===== src/rtl/seq_pattern_tx.sv =====
// seq_pattern_tx: serial bit-pattern transmitter.
// Latches a pattern word and shifts it out MSB-first on s_out, one bit per clk. The pattern
// is repeated reps times, with GAP_CYCLES idle cycles between repetitions. A one-cycle done
// pulse closes each burst.
//
// Ports:
//   clk        system clock, all logic on posedge
//   reset      synchronous, active-high reset
//   start      burst request, accepted only when no burst is running
//   pattern    bits to send; pattern[len-1:0] is sent, MSB first
//   len        bits per repetition; values above MAX_LEN clamp to MAX_LEN
//   reps       number of repetitions
//   s_out      registered serial data
//   bit_valid  high in every cycle s_out carries a pattern bit
//   busy       high from the cycle after start is accepted through the done cycle
//   done       one-cycle burst completion pulse
module seq_pattern_tx #(
  parameter int unsigned MAX_LEN    = 8,
  parameter int unsigned CNT_W      = 8,
  parameter int unsigned GAP_CYCLES = 2,
  parameter int unsigned LEN_W      = $clog2(MAX_LEN + 1)
) (
  input  logic               clk,
  input  logic               reset,
  input  logic               start,
  input  logic [MAX_LEN-1:0] pattern,
  input  logic [LEN_W-1:0]   len,
  input  logic [CNT_W-1:0]   reps,
  output logic               s_out,
  output logic               bit_valid,
  output logic               busy,
  output logic               done
);

  localparam int unsigned      GAP_W   = (GAP_CYCLES > 1) ? $clog2(GAP_CYCLES) : 1;
  localparam logic [GAP_W-1:0] GapLoad = (GAP_CYCLES > 0) ? GAP_W'(GAP_CYCLES - 1) : '0;
  localparam logic [LEN_W-1:0] MaxLen  = LEN_W'(MAX_LEN);
  localparam logic [LEN_W-1:0] LenOne  = LEN_W'(1);
  localparam logic [CNT_W-1:0] RepOne  = CNT_W'(1);

  typedef enum logic [1:0] {StIdle, StShift, StGap, StDone} state_e;

  state_e             state_q;
  logic [MAX_LEN-1:0] pat_q;
  logic [LEN_W-1:0]   top_q;   // index of the first (MSB) bit of a repetition
  logic [LEN_W-1:0]   idx_q;   // index of the bit currently on s_out
  logic [CNT_W-1:0]   rep_q;   // repetitions still to send, including the current one
  logic [GAP_W-1:0]   gap_q;

  logic [LEN_W-1:0]   len_c;
  logic               accept;

  always_comb begin
    len_c = (len > MaxLen) ? MaxLen : len;
  end

  // Accepting in StDone lets a held start chain bursts with busy staying high.
  assign accept = start && ((state_q == StIdle) || (state_q == StDone));

  function automatic logic pick_bit(input logic [MAX_LEN-1:0] p, input logic [LEN_W-1:0] i);
    logic [MAX_LEN-1:0] t;
    t = p >> i;
    return t[0];
  endfunction

  always_ff @(posedge clk) begin
    if (reset) begin
      state_q   <= StIdle;
      pat_q     <= '0;
      top_q     <= '0;
      idx_q     <= '0;
      rep_q     <= '0;
      gap_q     <= '0;
      s_out     <= 1'b0;
      bit_valid <= 1'b0;
      busy      <= 1'b0;
      done      <= 1'b0;
    end else if (accept) begin
      pat_q <= pattern;
      top_q <= len_c - LenOne;
      rep_q <= reps;
      gap_q <= '0;
      busy  <= 1'b1;
      if ((len_c == '0) || (reps == '0)) begin
        state_q   <= StDone;
        idx_q     <= '0;
        s_out     <= 1'b0;
        bit_valid <= 1'b0;
        done      <= 1'b1;
      end else begin
        state_q   <= StShift;
        idx_q     <= len_c - LenOne;
        s_out     <= pick_bit(pattern, len_c - LenOne);
        bit_valid <= 1'b1;
        done      <= 1'b0;
      end
    end else begin
      unique case (state_q)
        StIdle: begin
          s_out     <= 1'b0;
          bit_valid <= 1'b0;
          busy      <= 1'b0;
          done      <= 1'b0;
        end
        StShift: begin
          if (idx_q != '0) begin
            idx_q <= idx_q - LenOne;
            s_out <= pick_bit(pat_q, idx_q - LenOne);
          end else if (rep_q > RepOne) begin
            rep_q <= rep_q - RepOne;
            if (GAP_CYCLES > 0) begin
              state_q   <= StGap;
              gap_q     <= GapLoad;
              s_out     <= 1'b0;
              bit_valid <= 1'b0;
            end else begin
              idx_q <= top_q;
              s_out <= pick_bit(pat_q, top_q);
            end
          end else begin
            state_q   <= StDone;
            s_out     <= 1'b0;
            bit_valid <= 1'b0;
            done      <= 1'b1;
          end
        end
        StGap: begin
          if (gap_q == '0) begin
            state_q   <= StShift;
            idx_q     <= top_q;
            s_out     <= pick_bit(pat_q, top_q);
            bit_valid <= 1'b1;
          end else begin
            gap_q <= gap_q - GAP_W'(1);
          end
        end
        StDone: begin
          state_q   <= StIdle;
          s_out     <= 1'b0;
          bit_valid <= 1'b0;
          busy      <= 1'b0;
          done      <= 1'b0;
        end
        default: begin
          state_q <= StIdle;
        end
      endcase
    end
  end

endmodule


===== config.mk =====
export PLATFORM = sky130hd
export DESIGN_NAME = seq_pattern_tx
export DESIGN_NICKNAME = d
export VERILOG_FILES = /design/src/rtl/seq_pattern_tx.sv
export SDC_FILE = /design/constraint.sdc
export NUM_CORES = 1
export LEC_CHECK = 0
export ABC_AREA = 0
export BUFFER_PORTS_ARGS = -buffer_cell sky130_fd_sc_hd__buf_2
export CORE_ASPECT_RATIO = 0.7
export CORE_MARGIN = 8
export CORE_UTILIZATION = 64
export CTS_BUF_LIST = sky130_fd_sc_hd__clkbuf_2
export DETAILED_ROUTE_END_ITERATION = 10
export GPL_TIMING_DRIVEN = 0
export HOLD_SLACK_MARGIN = 0.08
export PLACE_DENSITY = 0.88
export SLEW_MARGIN = 0
export SYNTH_ARGS = -nofsm -noshare
export SYNTH_HDL_FRONTEND = slang
export SYNTH_SLANG_ARGS = --single-unit

===== constraint.sdc =====
create_clock -name clk -period 5.55 [get_ports clk]
set_clock_uncertainty 0.2 [all_clocks]
set_input_delay 1.3875 -clock clk [delete_from_list [all_inputs] [get_ports clk]]
set_output_delay 1.3875 -clock clk [all_outputs]
set_load 0.03 [all_outputs]

### Word-level counts from Yosys, hierarchy flattened

Index checks and enable logic that the tools add are counted.
W data, S select, Z words.

* $add $sub $neg: 4
* $mul: 0
* divide/modulo/power cells: 0
* order comparisons: 2
* equality and inequality tests: 10
* shifts and indexed selects: 3
* mux-type cells: 37
* bitwise gates (word level): 0
* reductions and logical operators: 22

Operators with widths (number)
* $mux W8: 4
* $shr A8 B4 Y1: 3
* $mux W4: 5
* $mux W1: 18
* $reduce_and A3 Y1: 5
* $ne A3 B3 Y1 const B: 4
* $gt A8 B1 Y1 const B: 1
* $logic_not A8 Y1: 1
* $mux W2: 4
* $pmux W4 S2: 1
* $reduce_bool A2 Y1: 4
* $reduce_bool A4 Y1: 2
* $sub A4 B1 Y4 const B: 2
* $sub A8 B1 Y8 const B: 1
* $ne A2 B2 Y1 const B: 3
* $pmux W1 S3: 2
* $pmux W2 S3: 1
* $reduce_bool A3 Y1: 2
* $eq A2 B2 Y1 const B: 2
* $gt A4 B4 Y1 const B: 1
* $logic_not A4 Y1: 1
* $pmux W1 S2: 2
* $reduce_or A2 Y1: 2
* $eq A2 B1 Y1 const B: 1
* 5 further kinds: 6

* register bits: 31
* bits in latches: 0
* memory bits (writable): 0
* memory bits (read-only): 0
* output and inout bits: 4
* word-level logic and storage cells: 88
* memories: 0

### Logic depth before layout (Yosys ltp)

* depth in word-level cells: 6
* depth in mapped cells: 8
* depth with buffers taken out: 7

### Least setup slack after synthesis

Ideal clock, no wire load.

* path type: input to register
* start point: input port len[0]
* end point: register s_out
* arrival time: 2299 ps
* setup slack: 2932 ps
* stages on the path: 5
* buffers on the path: 0
* cells stage by stage: o21a_1 > nor3_1 > mux2i_1 > a21o_1 > a211o_1

* longest elaborated chain between the ends: 6
* elaborated cells on any way between the ends: 8

Ends and longest elaborated chain
* start: declaration: line 27 `input logic [LEN_W-1:0] len,`
* $gt A4 B4 Y1: line 54 `len_c = (len > MaxLen) ? MaxLen : len;`
* $mux W4 *: line 54
* $sub A4 B1 Y4 or $logic_not A4 Y1 (tied branches): line 93, 84
* $shr A8 B4 Y1 or $logic_or A1 B1 Y1 (tied branches): line 62, 84
* $mux W1 *: line 84 `if ((len_c == '0) || (reps == '0)) begin`
* $mux W1 *: line 78 `end else if (accept) begin`
* end signal: assignment: line 93 `s_out <= pick_bit(pattern, len_c - LenOne);`
* end signal: assignment: line 108 `s_out <= pick_bit(pat_q, idx_q - LenOne);`
* end signal: assignment: line 118 `s_out <= pick_bit(pat_q, top_q);`
* end: declaration: line 29 `output logic s_out,`

Mark *: on every way between the ends. The rest lies on a longest branch, timed or not.
A chain may end at the register's enable or synchronous reset.

### Final worst setup path

* start point: register s_out
* end point: output port s_out

No word-level cell between the ends.

==> qor.yml <==
timing:
  rsz0062_at_grt: "false"
  finalMaxSlewViolations: 0
  worst_pin_slew_ns: 0.800
  fin_crit_sh_pct: 47.2
  setup_viol: 0
  slew-limit-headroom_pct: 46.1
  final.min_clock_period_ns: 2.62
  final-hold-violation-count: 0
  setup_tns_ns: 0
  fmax_mhz: 382
grt:
  grt_overflow: 0
  grt_pass1_vias: 1688
  grt_max_degree: 11
  grt_pass1_wl_um: 8160
  globalRouteTotalUtil_pct: 21.5
  grt_antenna_before_repair: 0
final_layout:
  drive_gt1_share_pct: 17.2
  syn2layout_area_growth_pct: 11.3
  nNetsFinal: 295
  antenna_cells: 0
  final_util_pct: 75.4
placed_design:
  hpwlAfterDp_um: 3790
  port_buffers: 26
  place_congestion: 0.909
critical_path:
  cp.arrival_ns: 1.03
  crit_fanout: 4
  cp_data_required_time_ns: 3.96
  cp_top_family: "flip-flops"
  path_buf_inv: 1
  cp_slowest_stage_delay_ns: 0.42
  cp_slowest_cell: "dfxtp_1"
  worstPathCellList: "buf_2"
  cp-end-kind: "output pin"
  start_kind: "flop"
  criticalPathCategory: "flop to output pin"
route:
  post-route-drc-count: 0
  vias: 1899
  top_layer: "met4"
  wl_met1_um: 2410
  avgRoutedWirePerCell_um: 16.5
  wirelength_um: 4990
  drt-initial-drc-count: 195
  vias_per_cell: 6.27
  wl_met2_um: 2030
  wl_met3_um: 464
  drtAntennaViolNets: 0
  first_pass_iters: 6
clock_network:
  cts-hold-fix-buffers: 0
  cts_resized: 0
  clkTransAtPathRegs_ns: 0.17
  clock_latency_ns: 0.38
  cts_tree: "done"
  cts_buffers: 5
  cts.sinks: 31
  htreeDepth: 2
  clockBufferDepth: 2
  cts_setup_buffers: 0
  root_buffer: "clkbuf_2"
yosys:
  syn_avg_cell_area_um2: 8.15
  netlist.area_leader.share_pct: 32.7
  yosysUniqueCellTypes: 43
  yosysSeqAreaShare_pct: 32.7
  synth_cells: 233
  async_flop_share_pct: 0
  ys_top_cells_by_area: "dfxtp_1, a21oi_1, nand2_1"
  synth_nets: 262
  yosysTopAreaCell: "dfxtp_1"
  synth_seq_cells: 31
  synth-edff-count: 0
  synth_ff_type: "dfxtp_1"
  yosys_warnings: 0
  synth_area_um2: 1900
pwr:
  peakVddDrop_mv: 0.356
  power_density_nw_per_um2: 519
  p_leak_uw: 0.000804
die:
  num_rows: 16
  die_h_um: 61.6
  pin_count: 27
  die_w_um: 81.1
  die_area_um2: 4990
  start_util_pct: 67.8
  core_um2: 2800
flow_run:
  drv_cap: 0
worst_hold_path:
  hold_path.class: "flop to flop"
outcome:
  status: "complete, no violations"
synthesized netlist by cell type, types with 4 or more instances:
cell      instances
a211oi_1         11
a21oi_1          24
clkbuf_1         10
dfxtp_1          31
ha_1              6
inv_1             7
mux2i_1           6
nand2_1          28
nand2b_1          8
nand3_1           5
nor2_1           27
nor3_1           12
nor4_1            4
o21ai_0           5
xor2_1            5
metrics by stage:
step                power [uW]  cells  worst slack [ns]  area [um2]  hold WS, ns
floorplan                  831    233              2.93        1900        0.243
global placement           956    295              2.62        2070        0.257
detailed placement         972    295              2.60        2070        0.265
CTS                       1080    303              2.94        2110        0.285
global route              1180    303              2.92        2110        0.299
finish                    1100    303              2.93        2110        0.284
layer usage:
metal	GRT usage [%]	up-vias
met5	0	-
met4	7.34	0
met3	4.96	12
met2	30.6	98
met1	30.6	880
li1	-	909
kinds of logic after synthesis:
| family | after synthesis | share of synthesized area (%) |
|---|---|---|
| AOI/OAI and AO/OA | 59 | 21.9 |
| muxes | 10 | 7.31 |
| adders and majority gates | 6 | 3.95 |
| buffers and inverters | 18 | 3.56 |
| and+or+nand+nor | 101 | 26.9 |
| xor gates and xnor gates | 8 | 3.69 |
| DFF | 31 | 32.7 |
final cells by class:
class | instances | area, um2
multi-input cells | 184 | 1210
fillers | 226 | 688
flip-flops and latches | 31 | 621
repair buffers | 26 | 130
well taps | 36 | 45.0
plain buffers | 11 | 41.3
clock buffers | 7 | 35.0
inverters | 7 | 26.3
clock inverters | 1 | 5.00
flip-flops by register name, indices dropped and copies added, names as in the netlist:
signal / count
idx_q: 4
state_q: 2
s_out: 1
pat_q: 8
done: 1
gap_q: 1
top_q: 4
rep_q: 8
busy: 1
bit_valid: 1
worst paths after layout:
kind / start / end / depth (start not counted) / slack [ns]
setup / recovery: s_out / s_out / 1 / 2.93
hold / removal: busy / busy / 2 / 0.28
hold reg to reg: busy / busy / 2 / 0.28
setup reg to reg: idx_q[0] / bit_valid / 7 / 3.12
power by group:
part / switching (uW) / internal [uW]
Clock: 80.4 / 34.4
Sequential: 78.9 / 290
Combinational: 357 / 256
Total: 517 / 580
layout by cell type, fill, tap and decap left out, drive strengths merged, types with 2 or more instances in the layout:
cell    synthesis  final
and2            2      2
xnor2           3      3
nor2b           2      2
o22ai           2      2
or3             2      2
o21ai           5      5
mux4            3      3
a31oi           2      2
xor2            5      5
clkbuf         10     17
ha              6      6
nor3           12     12
nand2          28     28
a21o            3      3
mux2i           6      6
nand2b          8      8
inv             7      7
nand3           5      5
a211oi         12     12
nand3b          3      3
a21oi          24     24
nor3b           2      2
dfxtp          31     31
buf             1     27
nor2           27     27
o31ai           2      2
nor4            5      5
o211ai          3      3
Power figures use the tool's default switching activity.
